$ cat src/rtl/hist_pkg.sv
// Shared types and constants for the histogram tone-curve stage.
// Optional clip-limit support is controlled by the CURVE_CLIP_LIMIT_EN macro.
package hist_pkg;
   localparam int BIN_NUM    = 128;
   localparam int ADDR_W     = 7;
   localparam int CNT_W      = 16;
   localparam int TOTAL_LOG2 = 15;
   localparam int BLK_W      = 7;
   localparam int EXC_W      = 23;
   localparam int CDF_W      = 23;

   typedef enum logic [2:0] {
      ST_IDLE      = 3'd0,
      ST_CLIP      = 3'd1,
      ST_CLIP_WAIT = 3'd2,
      ST_CURVE     = 3'd3,
      ST_DRAIN     = 3'd4,
      ST_DONE      = 3'd5
   } state_t;

   typedef struct packed {
      logic [ADDR_W-1:0] addr;
      logic [7:0]        data;
      logic [BLK_W-1:0]  block;
   } curve_entry_t;

   // min(255, cdf*255 >> TOTAL_LOG2), with cdf*255 formed as (cdf<<8)-cdf.
   function automatic logic [7:0] curve_value(input logic [CDF_W-1:0] cdf);
      logic [30:0] prod;
      logic [30:0] scaled;
      prod   = ({8'd0, cdf} << 8) - {8'd0, cdf};
      scaled = prod >> TOTAL_LOG2;
      curve_value = (scaled > 31'd255) ? 8'hFF : scaled[7:0];
   endfunction
endpackage

$ cat src/rtl/curve_skid_buf.sv
// Two-entry valid/ready buffer for curve entries; the head entry stays
// stable while valid is high and ready is low.
module curve_skid_buf
   import hist_pkg::*;
(
   input  logic         clk,
   input  logic         rst,
   input  logic         push,
   input  curve_entry_t push_data,
   input  logic         ready,
   output logic         valid,
   output curve_entry_t data,
   output logic [1:0]   count
);

   curve_entry_t mem [0:1];
   logic         wr_ptr;
   logic         rd_ptr;
   logic         pop;

   assign valid = (count != 2'd0);
   assign data  = mem[rd_ptr];
   assign pop   = valid & ready;

   // The producer only pushes when an entry is free, so no overflow guard here.
   always_ff @(posedge clk) begin
      if (rst) begin
         mem[0] <= '0;
         mem[1] <= '0;
         wr_ptr <= 1'b0;
         rd_ptr <= 1'b0;
         count  <= 2'd0;
      end else begin
         if (push) begin
            mem[wr_ptr] <= push_data;
            wr_ptr      <= ~wr_ptr;
         end
         if (pop) begin
            rd_ptr <= ~rd_ptr;
         end
         count <= count + {1'b0, push} - {1'b0, pop};
      end
   end

endmodule

$ cat src/rtl/hist_curve_calc.sv
// Reads a block histogram, optionally clips and redistributes (CURVE_CLIP_LIMIT_EN),
// builds the CDF and streams a 128-entry tone curve while clearing each bin.
module hist_curve_calc
   import hist_pkg::*;
(
   input  logic             pclk,
   input  logic             rst,
   input  logic             start_i,
   input  logic [BLK_W-1:0] block_idx_i,
   input  logic [CNT_W-1:0] clip_limit_i,
   output logic             busy_o,
   output logic             done_o,
   output logic             hist_rd_o,
   output logic [6:0]       hist_addr_o,
   input  logic [CNT_W-1:0] hist_data_i,
   output logic             hist_clr_o,
   output logic [6:0]       hist_clr_addr_o,
   output logic             curve_valid_o,
   input  logic             curve_ready_i,
   output logic [6:0]       curve_addr_o,
   output logic [7:0]       curve_data_o,
   output logic [BLK_W-1:0] curve_block_o
);

   state_t            state;
   state_t            state_next;
   logic [BLK_W-1:0]  block_q;
   logic [7:0]        issue_cnt;
   logic              rd_pending;
   logic [6:0]        pend_addr;
   logic [CDF_W-1:0]  cdf;
   logic [CDF_W-1:0]  cdf_next;
   logic [CNT_W-1:0]  clip_w;
   logic [CNT_W-1:0]  add_w;
   logic [CNT_W-1:0]  h_min;
   logic [CNT_W:0]    b_w;
   logic [1:0]        skid_count;
   logic              skid_pop;
   logic [2:0]        occupancy;
   logic              issue_ok;
   logic              push;
   logic              start_ok;
   curve_entry_t      push_entry;
   curve_entry_t      out_entry;

`ifdef CURVE_CLIP_LIMIT_EN
   localparam state_t FIRST_PHASE = ST_CLIP;
   logic [CNT_W-1:0] clip_q;
   logic [EXC_W-1:0] excess;
   logic [EXC_W-1:0] excess_inc;
   logic [EXC_W-1:0] add_full;
   logic [CNT_W-1:0] over;

   assign over       = hist_data_i - clip_q;
   assign excess_inc = (hist_data_i > clip_q) ? {7'd0, over} : '0;
   assign add_full   = excess >> 7;
   assign add_w      = (add_full > {7'd0, {CNT_W{1'b1}}}) ? {CNT_W{1'b1}} : add_full[CNT_W-1:0];
   assign clip_w     = clip_q;

   always_ff @(posedge pclk) begin
      if (rst) begin
         clip_q <= '0;
         excess <= '0;
      end else if (start_ok) begin
         clip_q <= clip_limit_i;
         excess <= '0;
      end else if (rd_pending && (state == ST_CLIP || state == ST_CLIP_WAIT)) begin
         excess <= excess + excess_inc;
      end
   end
`else
   localparam state_t FIRST_PHASE = ST_CURVE;
   logic unused_clip;

   // Without clipping the min() below is a pass-through and nothing is added.
   assign clip_w      = {CNT_W{1'b1}};
   assign add_w       = '0;
   assign unused_clip = ^clip_limit_i;
`endif

   assign start_ok   = (state == ST_IDLE) && start_i;
   assign skid_pop   = curve_valid_o & curve_ready_i;
   // Occupancy the skid buffer will have once this cycle's traffic settles.
   assign occupancy  = {1'b0, skid_count} + {2'b00, rd_pending} - {2'b00, skid_pop};
   assign issue_ok   = (issue_cnt < 8'd128) && (occupancy < 3'd2);
   assign push       = (state == ST_CURVE) && rd_pending;
   assign h_min      = (hist_data_i < clip_w) ? hist_data_i : clip_w;
   assign b_w        = {1'b0, h_min} + {1'b0, add_w};
   assign cdf_next   = cdf + {6'd0, b_w};
   assign push_entry = '{addr: pend_addr, data: curve_value(cdf_next), block: block_q};

   always_ff @(posedge pclk) begin
      if (rst) begin
         state <= ST_IDLE;
      end else begin
         state <= state_next;
      end
   end

   always_comb begin
      state_next = state;
      case (state)
         ST_IDLE:      if (start_i) state_next = FIRST_PHASE;
         ST_CLIP:      if (issue_cnt == 8'd127) state_next = ST_CLIP_WAIT;
         ST_CLIP_WAIT: state_next = ST_CURVE;
         ST_CURVE:     if (issue_cnt == 8'd128 && !rd_pending) state_next = ST_DRAIN;
         ST_DRAIN:     if (skid_count == 2'd0) state_next = ST_DONE;
         ST_DONE:      state_next = ST_IDLE;
         default:      state_next = ST_IDLE;
      endcase
   end

   always_comb begin
      busy_o          = 1'b0;
      done_o          = 1'b0;
      hist_rd_o       = 1'b0;
      hist_addr_o     = '0;
      hist_clr_o      = 1'b0;
      hist_clr_addr_o = '0;
      case (state)
         ST_CLIP: begin
            busy_o      = 1'b1;
            hist_rd_o   = 1'b1;
            hist_addr_o = issue_cnt[6:0];
         end
         ST_CLIP_WAIT: busy_o = 1'b1;
         ST_CURVE: begin
            busy_o          = 1'b1;
            hist_rd_o       = issue_ok;
            hist_addr_o     = issue_ok ? issue_cnt[6:0] : 7'd0;
            hist_clr_o      = rd_pending;
            hist_clr_addr_o = rd_pending ? pend_addr : 7'd0;
         end
         ST_DRAIN: busy_o = 1'b1;
         ST_DONE:  done_o = 1'b1;
         default: ;
      endcase
   end

   always_ff @(posedge pclk) begin
      if (rst) begin
         block_q    <= '0;
         issue_cnt  <= '0;
         rd_pending <= 1'b0;
         pend_addr  <= '0;
         cdf        <= '0;
      end else begin
         rd_pending <= hist_rd_o;
         pend_addr  <= hist_addr_o;
         if (start_ok) begin
            block_q   <= block_idx_i;
            issue_cnt <= '0;
         end else if (state == ST_CLIP_WAIT) begin
            issue_cnt <= '0;
         end else if (hist_rd_o) begin
            issue_cnt <= issue_cnt + 8'd1;
         end
         if (start_ok) begin
            cdf <= '0;
         end else if (push) begin
            cdf <= cdf_next;
         end
      end
   end

   curve_skid_buf u_skid (
      .clk       (pclk),
      .rst       (rst),
      .push      (push),
      .push_data (push_entry),
      .ready     (curve_ready_i),
      .valid     (curve_valid_o),
      .data      (out_entry),
      .count     (skid_count)
   );

   assign curve_addr_o  = out_entry.addr;
   assign curve_data_o  = out_entry.data;
   assign curve_block_o = out_entry.block;

endmodule

$ cat config.mk
export PLATFORM = sky130hd
export DESIGN_NAME = hist_curve_calc
export DESIGN_NICKNAME = d
export VERILOG_FILES = /design/src/rtl/hist_pkg.sv /design/src/rtl/curve_skid_buf.sv /design/src/rtl/hist_curve_calc.sv
export SDC_FILE = /design/constraint.sdc
export NUM_CORES = 1
export LEC_CHECK = 0
export ABC_AREA = 1
export ABC_CLOCK_PERIOD_IN_PS = 4200
export CORE_MARGIN = 1
export CORE_UTILIZATION = 45
export CTS_BUF_LIST = sky130_fd_sc_hd__clkbuf_4 sky130_fd_sc_hd__clkbuf_8 sky130_fd_sc_hd__clkbuf_16
export DETAILED_ROUTE_END_ITERATION = 6
export PLACE_DENSITY = 0.67
export SYNTH_ARGS = -nofsm -noshare
export SYNTH_HDL_FRONTEND = slang
export SYNTH_SLANG_ARGS = --single-unit
$ cat constraint.sdc
create_clock -name pclk -period 4.2 [get_ports pclk]
set_input_delay 0.63 -clock pclk [delete_from_list [all_inputs] [get_ports pclk]]
set_output_delay 0.63 -clock pclk [all_outputs]
set_load 0.01 [all_outputs]
==> Yosys cells after proc, flatten, opt, wreduce, memory -nomap -nowiden <==
Memory sizes are Yosys's and may differ from the RTL's. A register that Yosys moved wholly into a read port is not among the register bits.
Index checks and enable logic that the tools add are counted.
{ "op_classes": {"n_addsub": 7, "order_cmp": 4, "eq_ne": 11, "n_mux": 25, "bitwise": 3, "n_reduce_logical": 13} }
{ "op_table": {"columns": ["operator", "count"], "rows": [
  ["subtractor 31 x 23 -> 31 bit", 1],
  ["adder 23 x 16 -> 23 bit", 1],
  ["2-to-1 mux 22 bit", 1],
  ["OR reduction 22 bit", 1],
  ["2-to-1 mux 7 bit", 3],
  ["greater-than comparator 16 x 8 -> 1 bit, second input constant", 1],
  ["< comparator 16 bit, second input constant", 1],
  ["2-to-1 mux 16 bit", 1],
  ["case mux 3 bit (5 select lines)", 1],
  ["case mux 7 bit (2 select lines)", 1],
  ["2-to-1 mux 1 bit", 12],
  ["2-to-1 mux 3 bit", 4],
  ["adder 8 x 1 -> 8 bit, second input constant", 1],
  ["equality test 8 x 7 -> 1 bit, second input constant", 1],
  ["equality test 8 bit, second input constant", 1],
  ["< comparator 8 bit, second input constant", 1],
  ["2-to-1 mux 8 bit", 1],
  ["equality test 3 x 2 -> 1 bit, second input constant", 2],
  ["equality test 3 bit, second input constant", 2],
  ["inequality test 2 bit, second input constant", 3],
  ["logical AND 1 bit", 4],
  ["AND reduction 4 bit", 1],
  ["OR reduction 4 bit", 1],
  ["adder 2 x 1 -> 3 bit", 1],
  ["15 further kinds", 16]
]} }
{ "totals": {"ff_bits": 53, "mem_bits_rw": 44, "in_bits": 43, "output_inout_bits": 41, "wordCells": 73, "n_memories": 1} }
{ "memory_table": {"columns": ["name", "depth", "width", "rd", "rd_ports_with_merged_regs", "wr", "line_no", "source"], "rows": [
  ["u_skid.mem", 2, 22, 1, 1, 2, "curve_skid_buf.sv:16", "curve_entry_t mem [0:1];"]
]} }

==> Logic depth before layout (Yosys ltp) <==
Gate-level depths: netlist of the first run.
{ "logic_depth": {"word_depth": 7, "ltp_mapped": 30, "ltp_nobuf": 29} }

==> Hierarchy <==
Synthesis of the first run repeated with hierarchy kept, for this count alone.
{ "unflattened": {"cells_unflattened": 1065, "hier_area_um2": 7209.4} }
{ "by_module_without_submodules": {"columns": ["mod", "instances", "cells_per_inst", "area_per_inst_um2", "seq_area_each_um2"], "rows": [
  ["hist_curve_calc", 1, 889, 5064.9, 980.9],
  ["curve_skid_buf", 1, 176, 2144.6, 1421.4]
]} }

==> Worst setup path before layout of the first run <==
OpenSTA, ideal clock, no wires.
{ "synth_timing": {"kind": "input to register", "from": "input hist_data_i[0]", "to": "memory u_skid.mem[1][10] in the netlist's numbering (data pin)", "setup_ps": 250, "t_arrival_ps": 3647, "required_ps": 3950, "path_slack_ps": 303, "path_stages": 23, "n_path_buf": 1, "cell_sequence": "clkbuf_1 ha_1 fa_1 nand3_1 nand2_1 nand2_1 nand2_2 a31o_2 xnor2_1 inv_1 ha_1 a21oi_1 inv_1 a21oi_1 nor2_1 nor2_1 nand4_1 nand2_1 nand2_2 nor2_8 nand3_2 nand2_1 inv_1"} }
{ "synth_rtl": {"columns": ["item", "line_no", "source"], "rows": [
  ["start, declared", "hist_curve_calc.sv:15", "input logic [CNT_W-1:0] hist_data_i,"],
  ["end, declared", "curve_skid_buf.sv:16", null]
]} }

==> flow_summary.ini, run 1 <==
[status]
status = complete, no violations

[grt]
global_route.usage.total = 0.240
grt_remaining_overflow = 0
initial_antenna_violation_count = 0
first_global_vias = 6672
grt_pass1_wl_um = 30900
pin_count_of_the_biggest_net_entering_global_routing = 36

[clock_tree]
tritoncts_num_sinks = 98
tritoncts = done
clk_transition_reported_paths_ns = 0.07
maximum_buffer_depth_of_the_clock_tree = 2
h_tree_level_count = 3
cts_hold_buffers = 0
clock_root_buffer = sky130_fd_sc_hd__clkbuf_16
worst_skew_pair.late_latency_ns = 0.35
cts-buffers-inserted = 9

[setup_path]
timing.setup.critical_path_class = input pin to register
cp.required_ns = 4.31
critical_path_slowest_stage_cell = sky130_fd_sc_hd__clkdlybuf4s50_1
critical_path.max_fanout = 8
timing.reg2reg.setup_slack_ns = 0.45
timing.critical_path.from_type = input pin
timing.critical_path.slowest_cell_delay_ns = 0.44
timing.critical_path.to_type = register
timing.critical_path.arrival_ns = 4.17

[sta]
worst_clock_skew_ns = 0.0101
timing_hold_violations_final = 0
slew_headroom = 0.341
tightest_slew_ns = 0.987
fin_crit_sh = 0.966
maxSlewViolCount = 0
max_freq_ghz = 0.246
timing.final.crit_period_ns = 4.06
final.setup.tns_ns = 0
setup_violations = 0

[flow_run]
maxCapViolations = 0

[cells_and_area]
postLayoutCellArea_um2 = 10100
multi_input_area_um2 = 4530
drive_gt1_frac = 0.308
area_delta_synth_final_pct = 43.9
antenna_cells = 0
final_nets = 1303
number_of_filler_cells_placed_in_the_layout = 1260
sequential_cell_area_um2 = 2400

[power]
switching_power_mw = 1.47
cellLeakagePower_nw = 4.87
power.ir.vdd_worst_mv = 0.366
internal_power_mw = 2.35
p_per_area_nw_per_um2 = 377
logic_pwr_share = 0.479
seqPwrFrac = 0.308
netSwitchingFraction = 0.386
fraction_of_power_consumed_by_the_clock_network = 0.213

[synth]
flop_and_latch_count_out_of_synthesis = 98
top_area_cells_in_the_synthesized_netlist = sky130_fd_sc_hd__edfxtp_1 19%, sky130_fd_sc_hd__dfxtp_1 15%, sky130_fd_sc_hd__nand2_1 13%, sky130_fd_sc_hd__inv_1 9.1%, sky130_fd_sc_hd__nor2_1 6.6%
yosys.area.top_type = sky130_fd_sc_hd__edfxtp_1
post-synth-top-area-fraction = 0.187
synth_cells = 1007
netlist_top_cells_count = 249 x sky130_fd_sc_hd__nand2_1, 170 x sky130_fd_sc_hd__inv_1, 124 x sky130_fd_sc_hd__nor2_1, 55 x sky130_fd_sc_hd__nand3_1, 54 x sky130_fd_sc_hd__dfxtp_1
dominantRegCellSynth = sky130_fd_sc_hd__dfxtp_1
number_of_enable_flip_flop_cells_after_synthesis = 44
synth.avg_cell_area_um2 = 7.00
synth-seq-area-share = 0.341
yosys.cell_count.top_type = sky130_fd_sc_hd__nand2_1
ys_async_sr_fraction = 0
synthesized_netlist_net_count = 1086
netlist_area_um2 = 7050
synth_warnings = 0
synth_cell_types = 41

[place]
place.port_buffers = 67
post_detailed_placement_cell_area_um2 = 9040
dp_hpwl_um = 14600
gp_congestion = 0.957

[floorplanning]
die_height_um = 127
die_area_um2 = 16200
design.portCount = 84
core_region_area_um2 = 15300
floorplan.initialDensity = 0.462
die_width_um = 127
floorplan.rows = 45

[drt]
met3RoutedLength_um = 828
m1WireLength_um = 9190
totalWireLength_um = 20000
num_vias = 7221
dr_wl_met2_um = 9560
detail_route.wl_per_cell_um = 13.9
drt-vias-per-instance = 5.01
ant_nets = 0
drt-initial-drc-count = 507
drt_pass1_iterations = 6
drc = 0
routed.top_layer = met4

[min_path]
min-delay-path-class = register to register
## power groups by stage
stage	Clock (mW)	Combinational [mW]	Sequential, mW
floorplan	0	1.01	1.15
global placement	0	1.62	1.19
detailed placement	0	1.64	1.20
CTS	0.823	1.67	1.18
global route	0.865	2.01	1.19
finish	0.814	1.83	1.18
## through the flow
stage / worst slack, ns / power, mW / utilization / std cells / hold WS (ns)
floorplan: 0.303 / 2.16 / - / 1007 / 0.426
global placement: -0.468 / 2.81 / 0.592 / 1410 / 0.433
detailed placement: -0.517 / 2.84 / 0.592 / 1410 / 0.453
CTS: 0.00815 / 3.67 / 0.620 / 1431 / 0.458
global route: -0.0557 / 4.07 / 0.665 / 1440 / 0.494
finish: 0.142 / 3.82 / 0.665 / 1440 / 0.459
## layout make-up
| type | count | share of cell area |
|---|---|---|
| multi-input combinational | 698 | 0.447 |
| timing repair buffer | 236 | 0.195 |
| inverter | 181 | 0.0670 |
| clock inverter | 7 | 0.00580 |
| clock buffer | 9 | 0.0222 |
| sequential | 98 | 0.237 |
| tap | 211 | 0.0260 |
## critical path: cells and delay by family
| family | cells | cell delay, ns |
|---|---|---|
| simple gates | 17 | 1.92 |
| buf+inv | 6 | 0.85 |
| fa+ha+maj | 2 | 0.60 |
| xor+xnor | 1 | 0.16 |
## routing by layer
layer	GRT usage	vias to the layer above
li1	-	3647
met1	0.325	3342
met2	0.410	202
met3	0.0255	30
met4	0.0609	0
met5	0	-
## layout by cell type, fill, tap and decap left out, types with 3 or more instances in the layout
master and count:
sky130_fd_sc_hd__nand2_1 222, sky130_fd_sc_hd__buf_4 167, sky130_fd_sc_hd__inv_1 166, sky130_fd_sc_hd__nor2_1 111, sky130_fd_sc_hd__dfxtp_1 54, sky130_fd_sc_hd__clkdlybuf4s50_1 53, sky130_fd_sc_hd__nand2_2 47, sky130_fd_sc_hd__nand3_1 45
sky130_fd_sc_hd__edfxtp_1 44, sky130_fd_sc_hd__a21oi_1 33, sky130_fd_sc_hd__o21ai_0 25, sky130_fd_sc_hd__nand3_2 23, sky130_fd_sc_hd__ha_4 23, sky130_fd_sc_hd__mux2_2 22, sky130_fd_sc_hd__nor2_2 15, sky130_fd_sc_hd__inv_2 14
sky130_fd_sc_hd__nand4_1 14, sky130_fd_sc_hd__dlymetal6s2s_1 14, sky130_fd_sc_hd__o211ai_1 13, sky130_fd_sc_hd__a21oi_2 12, sky130_fd_sc_hd__ha_1 10, sky130_fd_sc_hd__clkbuf_16 9, sky130_fd_sc_hd__nor3_1 8, sky130_fd_sc_hd__xor2_1 8
sky130_fd_sc_hd__nor2_4 7, sky130_fd_sc_hd__nand3b_1 6, sky130_fd_sc_hd__nand2_4 5, sky130_fd_sc_hd__a211oi_1 5, sky130_fd_sc_hd__nand3_4 4, sky130_fd_sc_hd__nor4_1 4, sky130_fd_sc_hd__xnor2_1 3, sky130_fd_sc_hd__xnor2_2 3
sky130_fd_sc_hd__nand4_2 3, sky130_fd_sc_hd__o21ai_1 3, sky130_fd_sc_hd__clkinv_4 3
## timing repair
item	CTS	global route
setup buffers	5	9
endpoints found under the setup margin	16	19
hold endpoints to repair	0	0
pin swaps	2	53
gates resized for setup	16	122
## state kept, by name, indices dropped and copies added, names as in the netlist, named ones only
name / count
u_skid.rd_ptr: 1
u_skid.wr_ptr: 1
state: 3
issue_cnt: 8
block_q: 7
pend_addr: 7
cdf: 23
rd_pending: 1
u_skid.mem: 44
u_skid.count: 2
## kinds of logic after synthesis
kind of cell    synth area share
xor+xnor                  0.0222
simple gates               0.339
flops                      0.341
compound gates            0.0849
buf+inv                    0.112
mux                       0.0352
fa+ha+maj                 0.0660
## worst paths after layout
| path | startpoint | cells past startpoint | end |
|---|---|---|---|
| worst min-delay path | u_skid.rd_ptr | 1 | u_skid.rd_ptr |
| worst max-delay path | hist_data_i[2] | 26 | u_skid.mem[1][7] |
| worst max register to register | cdf[6] | 25 | u_skid.mem[1][7] |
| worst min register to register | u_skid.rd_ptr | 1 | u_skid.rd_ptr |
No activity file was read; power rests on OpenSTA's default activity.
==> inputs of run 2 (changes only) <==
Settings changed: ABC_AREA 1 to not set, CELL_PAD_IN_SITES_DETAIL_PLACEMENT set to 1, CELL_PAD_IN_SITES_GLOBAL_PLACEMENT set to 1, CORE_UTILIZATION 45 to 43, PLACE_DENSITY 0.67 to not set, PLACE_DENSITY_LB_ADDON set to 0.1.
==> run 2 against run 1 <==
  * Worst setup slack got worse by 1.2 ns
  * Register-to-register slack got worse by 1.5 ns
  * Critical path depth decreased by 2
  * Core utilization increased by 1.9 points
  * The run now ends with setup timing left
  * Sequential power decreased by 4%
  * Global-route usage increased by 12 points
==> flow_summary.ini, run 2 <==
[sta]
tightest_slew_ns = 1.25
fin_crit_sh = 1.26
setup_violations = 16
setup_ws_ns = -1.09
rsz0062_at_grt = true
fin_hold_ws_ns = 0.493
max_freq_ghz = 0.189
slew_headroom = 0.164
timing.final.crit_period_ns = 5.29
maxSlewViolCount = 0
timing_hold_violations_final = 0
worst_clock_skew_ns = 0.0126

[status]
failed_checks = setup timing
status = finished, violations left

[grt]
first_global_vias = 7732
global_route.usage.total = 0.360
initial_antenna_violation_count = 1
pin_count_of_the_biggest_net_entering_global_routing = 27
grt_pass1_wl_um = 43200
grt_remaining_overflow = 0

[cells_and_area]
reg_top3 = u_skid.mem (44), cdf (23), issue_cnt (8)
largest_reg_flops = 44
number_of_filler_cells_placed_in_the_layout = 1596
most_common_library_cell_in_the_layout_ignoring_fill_and_taps = sky130_fd_sc_hd__buf_4
drive_gt1_frac = 0.371
final_nets = 1081
final_core_util = 0.684
area_delta_synth_final_pct = 53.8
antenna_cells = 0
layout_common_cells = 213 x sky130_fd_sc_hd__buf_4, 83 x sky130_fd_sc_hd__nand2_1, 55 x sky130_fd_sc_hd__and2_1
largest_register = u_skid.mem

[setup_path]
timing.critical_path.from = hist_data_i[9]
timing.critical_path.from_type = input pin
r2r_start = cdf[0]
timing.critical_path.to_type = register
timing.critical_path.arrival_ns = 5.36
timing.reg2reg.setup_slack_ns = -1.08
reg2reg_to = u_skid.mem[1][9]
timing.setup.critical_path_class = input pin to register
critical_path.max_fanout = 4
r2r_cell_count = 24
cp.required_ns = 4.26
worstSetupEndpoint = u_skid.mem[1][9]

[synth]
synth_cell_types = 72
dominantRegCellSynth = sky130_fd_sc_hd__dfxtp_1
synth.avg_cell_area_um2 = 8.67
flop_and_latch_count_out_of_synthesis = 98
netlist_top_cells_count = 88 x sky130_fd_sc_hd__nand2_1, 60 x sky130_fd_sc_hd__a21oi_1, 57 x sky130_fd_sc_hd__nor2_1, 55 x sky130_fd_sc_hd__and2_1, 54 x sky130_fd_sc_hd__dfxtp_1
netlist_area_um2 = 6510
ys_async_sr_fraction = 0
synth_cells = 751
top_area_cells_in_the_synthesized_netlist = sky130_fd_sc_hd__edfxtp_1 20%, sky130_fd_sc_hd__dfxtp_1 17%, sky130_fd_sc_hd__ha_1 6.5%, sky130_fd_sc_hd__and2_1 5.3%, sky130_fd_sc_hd__nand2_1 5.1%
yosys.cell_count.top_type = sky130_fd_sc_hd__nand2_1
post-synth-top-area-fraction = 0.203
synthesized_netlist_net_count = 830
synth_warnings = 0
yosys.area.top_type = sky130_fd_sc_hd__edfxtp_1
number_of_enable_flip_flop_cells_after_synthesis = 44
synth-seq-area-share = 0.369

[clock_tree]
tritoncts_num_sinks = 98
worst_skew_pair.late_latency_ns = 0.37
clock_root_buffer = sky130_fd_sc_hd__clkbuf_16
h_tree_level_count = 3
clk_transition_reported_paths_ns = 0.08
cts-buffers-inserted = 9
tritoncts = done
cts_hold_buffers = 0
maximum_buffer_depth_of_the_clock_tree = 2

[place]
gp_congestion = 0.908
place.port_buffers = 67
dp_hpwl_um = 16700

[drt]
totalWireLength_um = 31000
detail_route.wl_per_cell_um = 26.0
drt-initial-drc-count = 700
num_vias = 7383
drt_pass1_iterations = 7
drc = 0
drt-vias-per-instance = 6.20
ant_nets = 0

[power]
p_per_area_nw_per_um2 = 317
cellLeakagePower_nw = 4.08
power.ir.vdd_worst_mv = 0.276

[floorplanning]
core_region_area_um2 = 14600
design.portCount = 84
floorplan.rows = 44
die_width_um = 125
die_height_um = 125
die_area_um2 = 15600
floorplan.initialDensity = 0.445

[flow_run]
maxCapViolations = 0

[min_path]
min-delay-path-class = register to register
[run 2: repair_timing]
item / CTS / global route
buffers inserted: 50 / 13
pin swaps: 61 / 54
endpoints found under the setup margin: 16 / 16
hold endpoints to repair: 0 / 0
gates resized for setup: 124 / 34
cloned: 1 / 1
[run 2: report_power, final]
group	internal, mW	switching, mW	total, mW	leakage [nW]
logic	0.540	0.551	1.09	3.04
clock network	0.482	0.472	0.954	0.150
registers	1.05	0.0838	1.13	0.892
[run 2: worst min path at each step]
stage / startpoint / to / slack (ns) / cells after the start
6_report: cdf[8] / cdf[8] / 0.49 / 2
3_3_place_gp: cdf[12] / cdf[12] / 0.45 / 2
4_1_cts: block_q[6] / block_q[6] / 0.47 / 2
3_5_place_dp: cdf[15] / cdf[15] / 0.45 / 2
5_1_grt: cdf[0] / cdf[0] / 0.52 / 2
2_1_floorplan: block_q[0] / block_q[0] / 0.44 / 2
[run 2: layout make-up]
| class | count | area (um^2) | area share |
|---|---|---|---|
| well taps | 184 | 230 | 0.0230 |
| repair buffers | 289 | 2390 | 0.239 |
| inverters | 27 | 101 | 0.0101 |
| flip-flops and latches | 98 | 2400 | 0.240 |
| clock inverters | 7 | 95.1 | 0.00949 |
| multi-input cells | 577 | 4570 | 0.456 |
| clock buffers | 9 | 225 | 0.0225 |
[run 2: cells by family (layout without fill, tap and decap cells)]
group	Yosys count	in the layout	synth area share
AO/OA/AOI/OAI	178	178	0.179
XOR/XNOR	42	42	0.0607
adder cells (fa/ha/maj)	36	36	0.0715
buffers and inverters	76	332	0.0461
flip-flops	98	98	0.369
multiplexers	27	27	0.0463
AND/OR/NAND/NOR	294	294	0.228
[run 2: through the flow]
stage / setup slack [ns] / TNS (ns) / total power [mW] / instances / area [um^2]
after floorplan: -0.609 / -7.86 / 1.64 / 751 / 6600
after global placement: -1.17 / -17.89 / 2.01 / 1113 / 8510
after detailed placement: -1.35 / -20.59 / 2.06 / 1113 / 8510
after CTS: -0.472 / -5.35 / 3.05 / 1180 / 9740
after global routing: -1.23 / -15.57 / 3.27 / 1191 / 10000
final: -1.09 / -13.33 / 3.18 / 1191 / 10000
[run 2: metal layers]
layer,up-vias,wire length (um),global-route usage
met2,387,15500,0.653
met5,-,13,0
met1,3671,11700,0.405
li1,3167,-,-
met4,2,1860,0.202
met3,156,1920,0.0535
[run 2: worst max-delay path: stages]
cell,delay (ns)
sky130_fd_sc_hd__clkdlybuf4s15_1,0.21
sky130_fd_sc_hd__ha_4,0.29
sky130_fd_sc_hd__buf_4,0.15
sky130_fd_sc_hd__o21ai_0,0.24
sky130_fd_sc_hd__nor2_2,0.11
sky130_fd_sc_hd__nor2_2,0.16
sky130_fd_sc_hd__nand2_1,0.11
sky130_fd_sc_hd__a21o_1,0.24
sky130_fd_sc_hd__a21oi_2,0.23
sky130_fd_sc_hd__xnor2_2,0.17
sky130_fd_sc_hd__inv_1,0.10
sky130_fd_sc_hd__ha_1,0.25
sky130_fd_sc_hd__a21o_1,0.22
sky130_fd_sc_hd__nand2_1,0.09
sky130_fd_sc_hd__nand2_2,0.08
sky130_fd_sc_hd__o22a_1,0.23
sky130_fd_sc_hd__o2bb2ai_2,0.22
sky130_fd_sc_hd__a31oi_4,0.05
sky130_fd_sc_hd__a31oi_2,0.17
sky130_fd_sc_hd__o211ai_1,0.14
sky130_fd_sc_hd__buf_4,0.17
sky130_fd_sc_hd__mux2_4,0.32
sky130_fd_sc_hd__a2111oi_4,0.53
sky130_fd_sc_hd__a31oi_1,0.26
